===== config.mk =====
export PLATFORM = sky130hd
export DESIGN_NAME = slow_adc
export DESIGN_NICKNAME = d
export VERILOG_FILES = /design/src/rtl/slow_adc_pkg.sv /design/src/rtl/slow_adc_sclk_gen.sv /design/src/rtl/slow_adc.sv
export SDC_FILE = /design/constraint.sdc
export NUM_CORES = 1
export LEC_CHECK = 0
export ABC_AREA = 0
export BUFFER_PORTS_ARGS = -buffer_cell sky130_fd_sc_hd__buf_2
export CORE_UTILIZATION = 55
export DETAILED_ROUTE_END_ITERATION = 8
export GPL_ROUTABILITY_DRIVEN = 0
export PLACE_DENSITY = 0.78
export SYNTH_ARGS = -nofsm -noshare
export SYNTH_HDL_FRONTEND = slang
export SYNTH_HIERARCHICAL = 1
export SYNTH_SLANG_ARGS = --single-unit

===== constraint.sdc =====
create_clock -name clk -period 3.4 [get_ports clk]
set_clock_uncertainty 0.2 [all_clocks]
set_input_delay 0.68 -clock clk [delete_from_list [all_inputs] [get_ports clk]]
set_output_delay 0.68 -clock clk [all_outputs]
set_load 0.005 [all_outputs]

===== src/rtl/slow_adc_pkg.sv =====
// Shared constants, state encoding and helpers for the slow_adc SPI ADC sequencer.
package slow_adc_pkg;

    localparam int WORD_LEN = 16;
    localparam int ID_MSB   = 13;
    localparam int ID_LSB   = 12;
    localparam int SAMPLE_W = 12;
    localparam int CMD_W    = 4;
    localparam int ADDR_W   = 2;

    // Only the low ID_MSB+1 bits of a received word carry information.
    localparam int RX_W     = ID_MSB + 1;

    typedef enum logic [1:0] {
        ST_IDLE     = 2'd0,
        ST_CS_SETUP = 2'd1,
        ST_SHIFT    = 2'd2,
        ST_CS_HOLD  = 2'd3
    } state_t;

    // Word index that follows idx in a round of n_ch words (wraps to 0).
    function automatic logic [ADDR_W-1:0] next_word(input logic [ADDR_W-1:0] idx,
                                                    input int n_ch);
        if (int'(idx) >= n_ch - 1) begin
            return '0;
        end
        return idx + 2'd1;
    endfunction

endpackage


===== src/rtl/slow_adc_sclk_gen.sv =====
// SCLK divider: free-running counter while i_run is high, giving a low-then-high
// serial clock and single-cycle strobes at the rising half and at period end.
module slow_adc_sclk_gen #(
    parameter int CLK_DIV = 3
) (
    input  logic i_clk,
    input  logic i_rst,
    input  logic i_run,
    output logic o_sclk,
    output logic o_rise,
    output logic o_fall
);

    localparam logic [CLK_DIV-1:0] HALF = CLK_DIV'(2 ** (CLK_DIV - 1));
    localparam logic [CLK_DIV-1:0] LAST = '1;

    logic [CLK_DIV-1:0] r_cnt;

    // Divider counter: held at zero outside SHIFT so every word starts on a fresh period.
    always_ff @(posedge i_clk) begin
        if (i_rst || !i_run) begin
            r_cnt <= '0;
        end else begin
            r_cnt <= r_cnt + 1'b1;
        end
    end

    // sclk is low for the first half of the period, high for the second.
    assign o_sclk = i_run & r_cnt[CLK_DIV-1];
    // o_rise marks the first high cycle of sclk (input sampling point).
    assign o_rise = i_run & (r_cnt == HALF);
    // o_fall marks the last cycle of a period: sclk drops at its closing edge.
    assign o_fall = i_run & (r_cnt == LAST);

endmodule


===== src/rtl/slow_adc.sv =====
// slow_adc: sequences N_CH SPI conversions per round against a 12-bit multi-channel
// ADC, checks returned channel IDs and publishes all samples once per round.
module slow_adc
    import slow_adc_pkg::*;
#(
    parameter int CLK_DIV = 3,
    parameter int N_CH    = 4
) (
    input  logic                  clk,
    input  logic                  rst,
    input  logic                  enable,
    input  logic [CMD_W-1:0]      cmd,
    output logic                  cs_n,
    output logic                  sclk,
    output logic                  mosi,
    input  logic                  miso,
    output logic [16*N_CH-1:0]    data,
    output logic                  data_valid,
    output logic                  ch_err
);

    localparam int                  BIT_CNT_W  = $clog2(WORD_LEN);
    localparam logic [BIT_CNT_W-1:0] BIT_LAST  = BIT_CNT_W'(WORD_LEN - 1);
    localparam logic [CLK_DIV-1:0]  SETUP_LAST = CLK_DIV'(2 ** (CLK_DIV - 1) - 1);
    localparam logic [CLK_DIV-1:0]  HOLD_LAST  = '1;
    localparam int                  PAD_W      = WORD_LEN - CMD_W - ADDR_W;
    localparam int                  ZEXT_W     = WORD_LEN - SAMPLE_W;

    state_t                 r_state;
    state_t                 w_state_nxt;
    logic [CLK_DIV-1:0]     r_tmr;
    logic [BIT_CNT_W-1:0]   r_bit_cnt;
    logic [ADDR_W-1:0]      r_word_idx;
    logic [WORD_LEN-1:0]    r_tx_sr;
    logic [RX_W-1:0]        r_rx_sr;
    logic [SAMPLE_W-1:0]    r_slot [N_CH];
    logic [16*N_CH-1:0]     r_data;
    logic                   r_data_valid;
    logic                   r_ch_err;

    logic                   w_sclk;
    logic                   w_rise;
    logic                   w_fall;
    logic                   w_word_end;
    logic                   w_setup_entry;
    logic [ADDR_W-1:0]      w_rx_id;
    logic [SAMPLE_W-1:0]    w_rx_sample;

    slow_adc_sclk_gen #(
        .CLK_DIV (CLK_DIV)
    ) u_sclk_gen (
        .i_clk  (clk),
        .i_rst  (rst),
        .i_run  (r_state == ST_SHIFT),
        .o_sclk (w_sclk),
        .o_rise (w_rise),
        .o_fall (w_fall)
    );

    assign w_word_end    = (r_state == ST_SHIFT) && w_fall && (r_bit_cnt == BIT_LAST);
    assign w_setup_entry = (w_state_nxt == ST_CS_SETUP) && (r_state != ST_CS_SETUP);
    assign w_rx_id       = r_rx_sr[ID_MSB:ID_LSB];
    assign w_rx_sample   = r_rx_sr[SAMPLE_W-1:0];

    // FSM state register; reset forces IDLE even in the middle of a word.
    always_ff @(posedge clk) begin
        if (rst) begin
            r_state <= ST_IDLE;
        end else begin
            r_state <= w_state_nxt;
        end
    end

    // FSM next-state logic; enable is only consulted in IDLE and at the end of CS_HOLD,
    // so a word in flight always completes.
    always_comb begin
        w_state_nxt = r_state;
        case (r_state)
            ST_IDLE: begin
                if (enable) begin
                    w_state_nxt = ST_CS_SETUP;
                end
            end
            ST_CS_SETUP: begin
                if (r_tmr == SETUP_LAST) begin
                    w_state_nxt = ST_SHIFT;
                end
            end
            ST_SHIFT: begin
                if (w_word_end) begin
                    w_state_nxt = ST_CS_HOLD;
                end
            end
            ST_CS_HOLD: begin
                if (r_tmr == HOLD_LAST) begin
                    w_state_nxt = enable ? ST_CS_SETUP : ST_IDLE;
                end
            end
            default: w_state_nxt = ST_IDLE;
        endcase
    end

    // FSM outputs: chip select and serial lines decoded from state.
    always_comb begin
        cs_n = 1'b1;
        sclk = 1'b0;
        mosi = 1'b0;
        case (r_state)
            ST_CS_SETUP: begin
                cs_n = 1'b0;
                mosi = r_tx_sr[WORD_LEN-1];
            end
            ST_SHIFT: begin
                cs_n = 1'b0;
                sclk = w_sclk;
                mosi = r_tx_sr[WORD_LEN-1];
            end
            default: begin
                cs_n = 1'b1;
            end
        endcase
    end

    // Dwell timer for CS_SETUP and CS_HOLD, restarted on every state change.
    always_ff @(posedge clk) begin
        if (rst || (w_state_nxt != r_state)) begin
            r_tmr <= '0;
        end else if ((r_state == ST_CS_SETUP) || (r_state == ST_CS_HOLD)) begin
            r_tmr <= r_tmr + 1'b1;
        end else begin
            r_tmr <= '0;
        end
    end

    // Counts completed SCLK periods within the current word.
    always_ff @(posedge clk) begin
        if (rst || (r_state != ST_SHIFT)) begin
            r_bit_cnt <= '0;
        end else if (w_fall) begin
            r_bit_cnt <= r_bit_cnt + 1'b1;
        end
    end

    // Word index advances at each word end; leaving to IDLE restarts the round at word 0.
    always_ff @(posedge clk) begin
        if (rst) begin
            r_word_idx <= '0;
        end else if (w_word_end) begin
            r_word_idx <= next_word(r_word_idx, N_CH);
        end else if ((r_state == ST_CS_HOLD) && (w_state_nxt == ST_IDLE)) begin
            r_word_idx <= '0;
        end
    end

    // Transmit shifter: loaded with the next channel address on CS_SETUP entry,
    // shifted as sclk falls so mosi is stable across each rising edge.
    always_ff @(posedge clk) begin
        if (rst) begin
            r_tx_sr <= '0;
        end else if (w_setup_entry) begin
            r_tx_sr <= {cmd, next_word(r_word_idx, N_CH), {PAD_W{1'b0}}};
        end else if ((r_state == ST_SHIFT) && w_fall) begin
            r_tx_sr <= {r_tx_sr[WORD_LEN-2:0], 1'b0};
        end
    end

    // Receive shifter: miso captured when sclk rises; the two top bits fall off the end.
    always_ff @(posedge clk) begin
        if (rst) begin
            r_rx_sr <= '0;
        end else if (w_rise) begin
            r_rx_sr <= {r_rx_sr[RX_W-2:0], miso};
        end
    end

    // Sample slots, ID check and round publication at each word end.
    always_ff @(posedge clk) begin
        if (rst) begin
            for (int k = 0; k < N_CH; k++) begin
                r_slot[k] <= '0;
            end
            r_data       <= '0;
            r_data_valid <= 1'b0;
            r_ch_err     <= 1'b0;
        end else begin
            r_data_valid <= 1'b0;
            if (w_word_end) begin
                for (int k = 0; k < N_CH; k++) begin
                    if (k == int'(r_word_idx)) begin
                        r_slot[k] <= w_rx_sample;
                    end
                end
                if (w_rx_id != r_word_idx) begin
                    r_ch_err <= 1'b1;
                end
                if (int'(r_word_idx) == N_CH - 1) begin
                    for (int k = 0; k < N_CH; k++) begin
                        if (k == int'(r_word_idx)) begin
                            r_data[16*k +: 16] <= {{ZEXT_W{1'b0}}, w_rx_sample};
                        end else begin
                            r_data[16*k +: 16] <= {{ZEXT_W{1'b0}}, r_slot[k]};
                        end
                    end
                    r_data_valid <= 1'b1;
                end
            end
        end
    end

    assign data       = r_data;
    assign data_valid = r_data_valid;
    assign ch_err     = r_ch_err;

endmodule


## Yosys cells after proc, flatten, opt, wreduce, memory -nomap -nowiden

Memory sizes are Yosys's and may differ from the RTL's. A register that Yosys moved wholly into a read port is not among the register bits.
Cells that the tools add are included.

| storage, ports and cells | value |
|---|---|
| flip-flop bits (word level) | 100 |
| bits in writable memories | 48 |
| logic and storage cells | 109 |
| input port bits | 8 |
| memories kept | 1 |
| output and inout port bits | 69 |

| operators by class | value |
|---|---|
| muxes and demuxes | 48 |
| magnitude comparators | 1 |
| equality and inequality tests | 17 |
| reductions and logical operators | 19 |
| $add $sub $neg | 4 |
| bitwise gates (word level) | 9 |

Memory list:

| name | words | width | read ports | clocked after memory_dff | wr ports | line | RTL |
|---|---|---|---|---|---|---|---|
| r_slot | 4 | 12 | 4 | 4 | 4 | slow_adc.sv:36 | `logic [SAMPLE_W-1:0] r_slot [N_CH];` |

Operators with widths:

| cell | count |
|---|---|
| $mux 12 | 8 |
| $mux 16 | 2 |
| $mux 1 | 28 |
| $mux 2 | 9 |
| $eq 3x3->1 const B | 3 |
| $pmux 2 s4 | 1 |
| $add 3x1->3 const B | 2 |
| $eq 2x1->1 const B | 3 |
| $logic_not 2->1 | 3 |
| $reduce_or 2->1 | 3 |
| $add 4x1->4 const B | 1 |
| $eq 2x2->1 const A | 2 |
| $eq 2x2->1 const B | 2 |
| $eq 4x4->1 const B | 1 |
| $logic_and 1x1->1 | 4 |
| $logic_or 1x1->1 | 4 |
| $ne 2x2->1 | 2 |
| $or 1x1->1 | 4 |
| $reduce_and 2->1 | 2 |
| $reduce_bool 2->1 | 2 |
| $and 1x1->1 | 3 |
| $eq 3x2->1 const B | 1 |
| $add 2x1->2 const B | 1 |
| $eq 1x2->1 const A | 1 |
| other kinds (5) | 6 |

## Depth between registers and ports, before layout

Gate-level depths: netlist of the first run.

| depth | value |
|---|---|
| depth in word-level cells | 12 |
| mapped depth | 12 |
| depth with buffers taken out | 8 |

## Hierarchy

Netlist of the first run, hierarchy kept.

Modules (own cells, without submodules):

| module | area an instance (um2) | times used | cells an instance | sequential area each (um2) |
|---|---|---|---|---|
| slow_adc | 4,603.2 | 1 | 378 | 2,702.6 |
| slow_adc_sclk_gen | 157.7 | 1 | 14 | 60.1 |

## Least setup slack after synthesis of the first run

No wires, ideal clock.

| path | value |
|---|---|
| path kind | register -> register |
| start | register r_state[0] |
| end | register r_tx_sr[12] |
| setup time | 0.080 ns |
| path slack | 0.695 ns |
| required time | 3.120 ns |
| cell stages (with the launch flop) | 13 |
| path buffers | 4 |
| period minus slack after synthesis | 2.705 ns |
| arrival time | 2.425 ns |
| path through | dfxtp_1 inv_1 ha_1 and2_2 buf_2 nand2_4 nor2b_4 buf_6 or3_4 buf_6 and4_4 buf_6 a211oi_2 |

| on the way | value |
|---|---|
| cells in the longest elaborated chain, start to end | 9 |
| elaborated cells between the ends (all ways) | 17 |
| those cells by class | eq/ne (5); mux (6); bitwise (1); reduce/logical (5) |

RTL lines:

| element | line | RTL |
|---|---|---|
| start: declaration | slow_adc.sv:29 | `state_t r_state;` |
| start signal: assignment | slow_adc.sv:70 | `r_state <= w_state_nxt;` |
| $eq 2x2->1 (*) | slow_adc.sv:54 | `.i_run (r_state == ST_SHIFT),` |
| $and 1x1->1 (*) | slow_adc_sclk_gen.sv:33 | `assign o_fall = i_run & (r_cnt == LAST);` |
| net w_fall | slow_adc.sv:43 | `logic w_fall;` |
| $logic_and 1x1->1 (*) | slow_adc.sv:60, slow_adc.sv:162 |  |
| $logic_and 1x1->1 | slow_adc.sv:60 | `assign w_word_end = (r_state == ST_SHIFT) && w_fall && (r_bit_cnt == BIT_LAST);` |
| $mux 2 | slow_adc.sv:90 | `if (w_word_end) begin` |
| $pmux 2 s4 | slow_adc.sv:78 | `case (r_state)` |
| $eq 2x1->1 | slow_adc.sv:61 | `assign w_setup_entry = (w_state_nxt == ST_CS_SETUP) && (r_state != ST_CS_SETUP);` |
| $logic_and 1x1->1 | slow_adc.sv:61 |  |
| $mux 16 / $reduce_bool 2->1 (equally long branches) | - |  |
| end signal: assignment | slow_adc.sv:161 | `r_tx_sr <= {cmd, next_word(r_word_idx, N_CH), {PAD_W{1'b0}}};` |
| end signal: assignment | slow_adc.sv:163 | `r_tx_sr <= {r_tx_sr[WORD_LEN-2:0], 1'b0};` |
| end: declaration | slow_adc.sv:34 | `logic [WORD_LEN-1:0] r_tx_sr;` |

The timed path passes the listed nets; every way through them passes the cells marked *.
A chain may end at the register's enable or synchronous reset.

## Final worst setup path of the first run

| path | value |
|---|---|
| start | register r_state[0] |
| end | register r_tx_sr[10] |

Same word-level chain as after synthesis.

==> results of run 1 <==
-- metal layers --
layer / GRT usage (%) / vias to the layer above / share of wire (%)
li1: - / 1489 / -
met1: 28.26 / 1472 / 46
met2: 33.57 / 81 / 48
met3: 6.619 / 12 / 4.9
met4: 7.576 / 0 / 1.3
met5: 0 / - / 0
-- layout by cell type (no fill, tap or decap), types with 2 or more instances in the layout --
cell,netlist,routed
a211oi_2,5,5
clkbuf_16,0,16
nand2_1,3,3
a21o_1,4,4
a41oi_1,5,5
buf_4,16,5
or3_1,3,3
inv_4,0,2
mux2_2,5,5
edfxtp_1,36,36
xnor2_1,4,4
nand3b_1,2,2
clkinv_2,0,5
and2_1,38,38
a22o_1,49,49
dfxtp_1,84,84
nor3b_1,4,4
ha_1,16,16
clkbuf_8,0,4
buf_2,2,60
clkinv_4,0,2
a21oi_1,5,4
and3b_1,3,3
inv_1,16,16
o22ai_1,2,2
mux2i_1,16,16
nand3_1,2,2
conb_1,1,16
nor2_1,25,25
nor3_1,2,2
and2_2,2,2
-- layout make-up --
class	instances	area, um^2
well taps	105	131.4
clock inverters	11	71.32
repair buffers	65	337.8
fillers	626	2704
clock buffers	21	459.2
flip-flops and latches	120	2763
inverters	16	60.06
multi-input cells	230	1773
-- worst max path at each step --
stage / startpoint / to / slack (ns)
finish: r_state[0] / r_tx_sr[10] / 0.57
CTS: r_state[0] / r_tx_sr[10] / 0.55
global placement: r_state[0] / r_tx_sr[10] / 0.77
global route: r_state[0] / r_tx_sr[10] / 0.33
detailed placement: r_state[1] / r_tx_sr[10] / 0.60
floorplan: r_state[0] / r_tx_sr[12] / 0.70
-- power by group --
group          switching (W)  internal (W)
Sequential         0.0000211       0.00152
Combinational       0.000109     0.0000788
Clock               0.000618      0.000949
Total               0.000749       0.00255
-- cells by family (layout without fill, tap and decap cells) --
logic type / after synthesis / in the layout / share of synthesized area, %
fa+ha+maj: 16 / 16 / 4.205
compound gates: 76 / 76 / 13.77
flops: 120 / 120 / 58.03
xor+xnor: 5 / 5 / 0.9198
buf+inv: 57 / 113 / 6.281
mux: 21 / 21 / 4.546
simple gates: 96 / 96 / 12.17
other cells: 1 / 16 / 0.07877
-- state kept, by name, summed over array words and instances, names as in the netlist, 2 cells and up --
name              flops
data                 48
r_bit_cnt             4
r_rx_sr              14
r_slot               36
r_state               2
r_tmr                 3
r_tx_sr               6
r_word_idx            2
u_sclk_gen/r_cnt      3
-- stage by stage --
step	instance area (um^2)	setup slack, ns	instances	hold WS [ns]	utilization [%]
2_1_floorplan	4817	0.6953	407	0.1987	-
3_3_place_gp	5065	0.7739	536	0.2058	61.03
3_5_place_dp	5065	0.5959	536	0.2163	61.03
4_1_cts	5595	0.5512	568	0.1970	67.42
5_1_grt	5595	0.3315	568	0.2079	67.42
6_report	5595	0.5708	568	0.2072	67.42
-- tightest hold or removal path: cells and delay by family --
family,cells,cell delay [ns]
buffers and inverters,1,0.07
AND/OR/NAND/NOR,1,0.07
multiplexers,1,0.05
==> summary.txt, run 1 <==
Run status
  – Status: complete, no violations

Critical path
  – Critical Path AT: 3.05 ns
  – CP required: approximately 3.6 ns
  – R2r startpoint: r_state[0]
  – Reg2reg end: r_tx_sr[10]
  – Critical path peak fanout: 11
  – Crit path capture type: register
  – FF-to-FF setup slack: 0.57 ns
  – Crit path largest cell delay: 0.46 ns
  – Critical path buffer and inverter count: 1
  – Reg2reg path depth: 7
  – CP top delay family: simple AND/OR/NAND/NOR gates
  – Crit path kind: register to register
  – Critical path's slowest cell: a31oi_2
  – WP depth: 7
  – Startpoint type of the worst setup path: register
  – Crit-path cells: inv_1 > ha_1 > and2_2 > nand3_1 > a31oi_2 > and4_4 > mux2i_1

Synth
  – Yosys cell types: 47
  – Largest area contributor in the netlist: dfxtp_1
  – Post-synthesis sequential area ratio: 58.03%
  – Synth area leaders: dfxtp_1, edfxtp_1, a22o_1
  – Register bit count reported by yosys: 120
  – Top-area cell type share of the netlist area: 35.32%
  – Syn avg cell area: 12.14 um^2
  – Post-synth EDFFs: 36
  – Post-synth ARST share: 0%
  – Synthesized cell area: between 4000 and 5000 um^2
  – Count leader, synth: dfxtp_1
  – Synthesis Warnings: 6
  – Mapped Cells: 392
  – Synth cell count leaders: dfxtp_1, a22o_1, and2_1, edfxtp_1, nor2_1
  – Ys flop type: dfxtp_1

Routing
  – Via Count: 3054
  – DRT Pass-1 Iters: 4
  – DR vias/cell: 5.377
  – Final ANT Viol Nets: 0
  – DRT iter0 DRCs: 131
  – Total wire length: 8927 um
  – Detailed-route wire length per cell: between 15 and 20 um
  – Remaining DRCs: 0

Timing
  – Final Setup Violations: 0
  – Worst Max-Slew Pin Slew: roughly 0.81 ns
  – Minimum clock period: 2.829 ns
  – Max frequency: 0.3535 GHz
  – Final Cycle Share: roughly 83%
  – Hold Vio Cnt, Final: 0
  – Final setup TNS: 0 ns
  – Relative max-transition margin: 46.23%
  – Slew Viols, Final: 0
  – RSZ-0062 raised after global routing: false

Power
  – Power density cells: between 500 and 600 nW/um^2
  – Leakage: 2.382 nW
  – Peak VDD IR: 373.2 uV
  – Tot Pwr: roughly 0.0033 W

Clock tree
  – Clock transition at the registers of the reported paths: 0.06 ns
  – CTS Sinks: 120
  – CTS Buf Count: 17
  – Hold_buf cts: 0
  – CTS tree: done
  – CTS Buffer Depth: 2
  – Clk_lat worst skew: roughly 0.51 ns
  – Number of post-CTS setup repair buffers: 0
  – H-tree levels: 4
  – Resize count post-CTS: 0
  – Root Driver: clkbuf_8

Die
  – Core area: 8299 um^2
  – Die ar.: about 9000 um^2
  – I/O pin count: 77
  – Die Height: 95.04 um
  – Initial Util: 57.36%
  – Die width: 95.04 um
  – Cell Rows: 33

Finish
  – Ratio of cells with drive above 1 in the final layout: between 20% and 30%
  – Antenna cells: 0
  – Nets@finish: 474
  – Layout area overhead: 17.53%

Worst hold path
  – Hold Startpoint: miso
  – Worst Hold Path EP: r_rx_sr[0]
  – Hold Crit Class: input pin to register
  – Hold Path Depth: 3

Global routing
  – Total gr overflow: 0
  – First-pass GRT wire length: ~14000 um
  – Initial antenna violation count: 0
  – Largest net degree at the start of global routing: 50
  – Vias in the first global route: 2855
  – Tot GR Track Use: 21.48%

Placed design
  – Number of port buffers: 60
  – DP HPWL: about 5800 um

Flow run
  – Max Cap Viol: 0
(Power assumes the default switching activity.)
==> inputs of run 2 (changes only) <==
Settings changed: ABC_AREA 0 to 1.
Clock period 3.4 ns to 2.9 ns, I/O delays scaled along.
==> run 2 against run 1 <==
Count of clock-buffer cells in the layout decreased by 3. Die area increased by 0.55%. Synthesized cell count increased by 34%. Wire length increased by 6.6%. Combinational power decreased by 31%. Global-route usage increased by 1.5 points. Critical path depth increased by 1. Power increased by 20%. Non-clock buffer count increased by 1. Critical path type is now register to output pin.
==> summary.txt, run 2 <==
Run status
  – Status: complete, no violations

Global routing
  – Vias in the first global route: 3285
  – Total gr overflow: 0
  – Largest net degree at the start of global routing: 49
  – Initial antenna violation count: 0
  – Tot GR Track Use: 23.02%
  – First-pass GRT wire length: roughly 15000 um

Timing
  – Final Setup Violations: 0
  – Hold WS: approximately 0.15 ns
  – Worst Max-Slew Pin Slew: 0.6657 ns
  – RSZ-0062 raised after global routing: false
  – Hold Vio Cnt, Final: 0
  – Slew Viols, Final: 0
  – Final setup TNS: 0 ns
  – Minimum clock period: 2.617 ns
  – Max frequency: 0.3822 GHz
  – Final Cycle Share: 90.23%
  – Relative max-transition margin: a little under three fifths

Synth
  – Top-area cell type share of the netlist area: 35.13%
  – Synth cell count leaders: inv_1, dfxtp_1, nand2_1, o21ai_0, nor2_1
  – Post-synth EDFFs: 36
  – Yosys cell types: 33
  – Count leader, synth: inv_1
  – Post-synthesis sequential area ratio: 57.71%
  – Largest area contributor in the netlist: dfxtp_1
  – Mapped Cells: 527
  – Ys flop type: dfxtp_1
  – Post-synth ARST share: 0%
  – Syn avg cell area: 9.084 um^2
  – Register bit count reported by yosys: 120
  – Synthesized cell area: 4787 um^2
  – Synth area leaders: dfxtp_1, edfxtp_1, inv_1
  – Synthesis Warnings: 6

Clock tree
  – H-tree levels: 4
  – Hold_buf cts: 0
  – CTS Buf Count: 17
  – Resize count post-CTS: 0
  – CTS Sinks: 120
  – Root Driver: clkbuf_8
  – Clk_lat worst skew: 0.52 ns
  – CTS Buffer Depth: 2
  – Number of post-CTS setup repair buffers: 0
  – Clock transition at the registers of the reported paths: 0.06 ns
  – CTS tree: done

Finish
  – Register area: around 2800 um^2
  – Ratio of cells with drive above 1 in the final layout: 17.79%
  – Commonest non-fill, non-tap cell in the layout: inv_1
  – Multi-input gate area: 1495 um^2
  – Max reg flops: 48
  – Nets@finish: 618
  – Final cell count without fillers: 712
  – Filler cell count: 634
  – Commonest cells after routing, fill and taps aside: inv_1, dfxtp_1, nand2_1
  – Antenna cells: 0
  – Final core utilization: 68.51%
  – Layout area overhead: 18.77%

Routing
  – Via Count: 3541
  – DRT iter0 DRCs: 301
  – Detailed-route wire length per cell: 13.36 um
  – DRT Pass-1 Iters: 5
  – Remaining DRCs: 0
  – DR vias/cell: 4.973
  – Total wire length: 9514 um
  – Final ANT Viol Nets: 0

Flow run
  – Max Cap Viol: 0

Worst hold path
  – Hold Startpoint: miso
  – Hold Crit Class: input pin to register

Die
  – Core area: 8299 um^2
  – Die ar.: ~9100 um^2
  – Die Height: 95.30 um
  – I/O pin count: 77
  – Cell Rows: 33
  – Die width: 95.30 um
  – Initial Util: 57.68%

Placed design
  – Placed Instances: 680
  – DP HPWL: between 6000 and 7000 um
  – Number of port buffers: 60

Critical path
  – Critical path peak fanout: 6
  – Crit path kind: register to output pin
  – Crit path largest cell delay: 0.45 ns
  – R2r startpoint: r_state[0]
  – Critical Path AT: roughly 1.8 ns
  – CP required: 2.12 ns
  – Critical path's slowest cell: dfxtp_1
  – Crit-path cells: inv_1 > ha_1 > buf_4 > nand2_1 > inv_1 > nand2_1 > inv_1 > buf_2
  – Crit path capture type: output pin
  – CP dominant cell by count: inv_1
  – Critical path launch point: r_state[0]
  – Critical path buffer and inverter count: 5
  – Startpoint type of the worst setup path: register
  – CP top delay family: buffers and inverters

Power
  – Tot Pwr: 0.003969 W
  – Leakage: 2.368 nW
  – Power density cells: 698.2 nW/um^2
  – Peak VDD IR: 394.0 uV
==> run 2: kinds of logic (layout without fill, tap and decap cells) <==
kind of cell | Yosys count | count (layout) | share of synthesized area, %
and+or+nand+nor | 159 | 159 | 14.51
buffers and inverters | 130 | 195 | 12.23
DFF | 120 | 120 | 57.71
AOI/OAI and AO/OA | 98 | 98 | 10.72
adders and majority gates | 16 | 16 | 4.182
xor gates and xnor gates | 2 | 2 | 0.3660
other | 1 | 16 | 0.07834
muxes | 1 | 1 | 0.2091
==> run 2: layout make-up <==
type	count	area share, %
clock buffers	18	7.350
repair buffers	66	6.074
well taps	105	2.311
inverters	97	6.470
flip-flops and latches	120	48.59
multi-input cells	292	26.30
clock inverters	14	2.905
==> run 2: worst register-to-register path, stage by stage (launching register included) <==
cell and delay, ns:
dfxtp_1 0.45, inv_1 0.15, ha_1 0.23, nand2_1 0.06
inv_1 0.11, nand2_4 0.14, inv_4 0.06, nand3b_4 0.11
clkinv_1 0.22, nand2_1 0.11, nand2_1 0.30
==> run 2: per-stage QoR <==
stage	cell area (um^2)	worst slack (ns)
2_1_floorplan	4843	0.5726
3_3_place_gp	5102	0.5275
3_5_place_dp	5102	0.4063
4_1_cts	5685	0.2808
5_1_grt	5685	0.1621
6_report	5685	0.2834
==> run 2: path summary, 6_finish.rpt <==
kind	endpoint	slack (ns)	cells past startpoint
max reg2reg	r_slot[2][0]	0.36	10
min	r_rx_sr[0]	0.15	3
min reg2reg	r_tmr[0]	0.23	1
max	sclk	0.28	8
==> run 2: layer usage <==
metal / share of wire (%) / routed length (um) / GRT usage, % / vias up
met1: 43 / 4047 / 27.54 / 1622
li1: - / - / - / 1787
met3: 5.4 / 511 / 6.140 / 10
met5: 0 / 0 / 0 / -
met4: 1.0 / 99 / 9.848 / 0
met2: 51 / 4855 / 38.87 / 122
==> run 2: power breakdown <==
part           switching (W)  leakage (nW)  internal (W)
Sequential         0.0000194          1.02       0.00177
Combinational      0.0000897          1.07     0.0000399
Clock               0.000805         0.281       0.00125
==> inputs of run 3 (changes only) <==
Settings changed: MAX_ROUTING_LAYER set to met4.
==> run 3 against run 2 <==
Power grew 0.16%. First-iteration DRC count down 9.6%. Non-clock buffer count unchanged. Critical path type unchanged. Largest power group unchanged.
==> summary.txt, run 3 (same netlist as run 2, synthesis figures left out) <==
Timing
  – Worst setup margin: 0.2814 ns
  – RSZ-0062 raised after global routing: false
  – Relative max-transition margin: roughly 55%
  – Hold WS: 0.1504 ns
  – Hold Vio Cnt, Final: 0
  – Final setup TNS: 0 ns
  – Worst Max-Slew Pin Slew: about 0.67 ns
  – Max frequency: between 0.3 and 0.4 GHz
  – Minimum clock period: 2.619 ns
  – Final Cycle Share: 90.30%
  – Final Setup Violations: 0
  – Slew Viols, Final: 0

Die
  – Die Height: 95.30 um
  – Die width: 95.30 um
  – I/O pin count: slightly below 80
  – Die ar.: 9081 um^2
  – Cell Rows: 33
  – Core area: ~8300 um^2
  – Initial Util: 57.68%

Clock tree
  – Hold_buf cts: 0
  – Clk_lat worst skew: about 0.52 ns
  – Resize count post-CTS: 0
  – Clock transition at the registers of the reported paths: around 0.060 ns
  – Number of post-CTS setup repair buffers: 0
  – CTS Buf Count: 17
  – CTS tree: done
  – Root Driver: clkbuf_8
  – H-tree levels: 4
  – CTS Sinks: 120
  – CTS Buffer Depth: 2

Power
  – Power density cells: about 700 nW/um^2
  – Peak VDD IR: 393.8 uV
  – Leakage: 2.368 nW

Routing
  – DRT iter0 DRCs: 272
  – DRT Pass-1 Iters: 7
  – DR vias/cell: between 4 and 5
  – Via Count: 3558
  – Total wire length: 9564 um
  – Final ANT Viol Nets: 0
  – Detailed-route wire length per cell: between 10 and 15 um
  – Remaining DRCs: 0

Placed design
  – DP HPWL: 6356 um
  – Number of port buffers: 60
  – Place WS: 0.4063 ns

Critical path
  – Critical path buffer and inverter count: 5
  – CP top delay family: buffers and inverters
  – CP required: 2.12 ns
  – Crit path largest cell delay: roughly 0.45 ns
  – Critical path's slowest cell: dfxtp_1
  – Startpoint type of the worst setup path: register
  – Crit path capture type: output pin
  – Crit path kind: register to output pin
  – Critical path peak fanout: 6
  – CP dominant cell by count: inv_1
  – Critical Path AT: 1.84 ns
  – Crit-path cells: inv_1 > ha_1 > buf_4 > nand2_1 > inv_1 > nand2_1 > inv_1 > buf_2

Global routing
  – First-pass GRT wire length: around 15000 um
  – Tot GR Track Use: 23.75%
  – Largest net degree at the start of global routing: 49
  – Initial antenna violation count: 0
  – Vias in the first global route: between 3000 and 4000
  – Total gr overflow: 0

Finish
  – Ratio of cells with drive above 1 in the final layout: 17.79%
  – Final core utilization: 68.51%
  – Nets@finish: 618
  – Commonest cells after routing, fill and taps aside: inv_1, dfxtp_1, nand2_1
  – Layout area overhead: 18.77%
  – Commonest non-fill, non-tap cell in the layout: inv_1
  – Antenna cells: 0
  – Max reg flops: 48

Worst hold path
  – Hold Crit Class: input pin to register

Flow run
  – Max Cap Viol: 0

Run status
  – Status: complete, no violations
run 3: layout make-up:
type / instances / area, um^2
clock buffers: 18 / 417.9
clock inverters: 14 / 165.2
fillers: 634 / 2614
inverters: 97 / 367.9
multi-input cells: 292 / 1495
flip-flops and latches: 120 / 2763
well taps: 105 / 131.4
repair buffers: 66 / 345.3
run 3: path summary, 6_finish.rpt:
check             startpoint            to  slack, ns  cells after the start
setup / recovery  r_state[0]          sclk       0.28                      8
hold / removal          miso    r_rx_sr[0]       0.15                      3
setup reg to reg  r_state[0]  r_slot[2][0]       0.35                     10
hold reg to reg     r_tmr[0]      r_tmr[0]       0.23                      1
run 3: routing by layer:
layer / part of all wire [%] / track usage, % / wire, um / up-vias
li1: - / - / - / 1785
met1: 43 / 27.54 / 4093 / 1638
met2: 51 / 38.87 / 4841 / 122
met3: 5.2 / 6.619 / 500 / 13
met4: 1.3 / 9.470 / 128 / 0
met5: 0 / - / 0 / -
run 3: per-stage QoR:
step / instance area [um^2] / instances / total power, W
global route: 5685 / 712 / 0.004108
finish: 5685 / 712 / 0.003976
detailed placement: 5102 / 680 / 0.001950
floorplan: 4843 / 542 / 0.001930
global placement: 5102 / 680 / 0.001946
CTS: 5685 / 712 / 0.003991
run 3: power by group:
group          switching (W)  internal, W  leakage (nW)  total, W
combinational      0.0000898    0.0000399          1.07  0.000130
clock               0.000811      0.00125         0.281   0.00206
sequential         0.0000195      0.00177          1.02   0.00179
run 3: worst min-delay path: stages:
cell	delay [ns]
buf_2	0.08
o21ai_0	0.07
a21oi_1	0.10
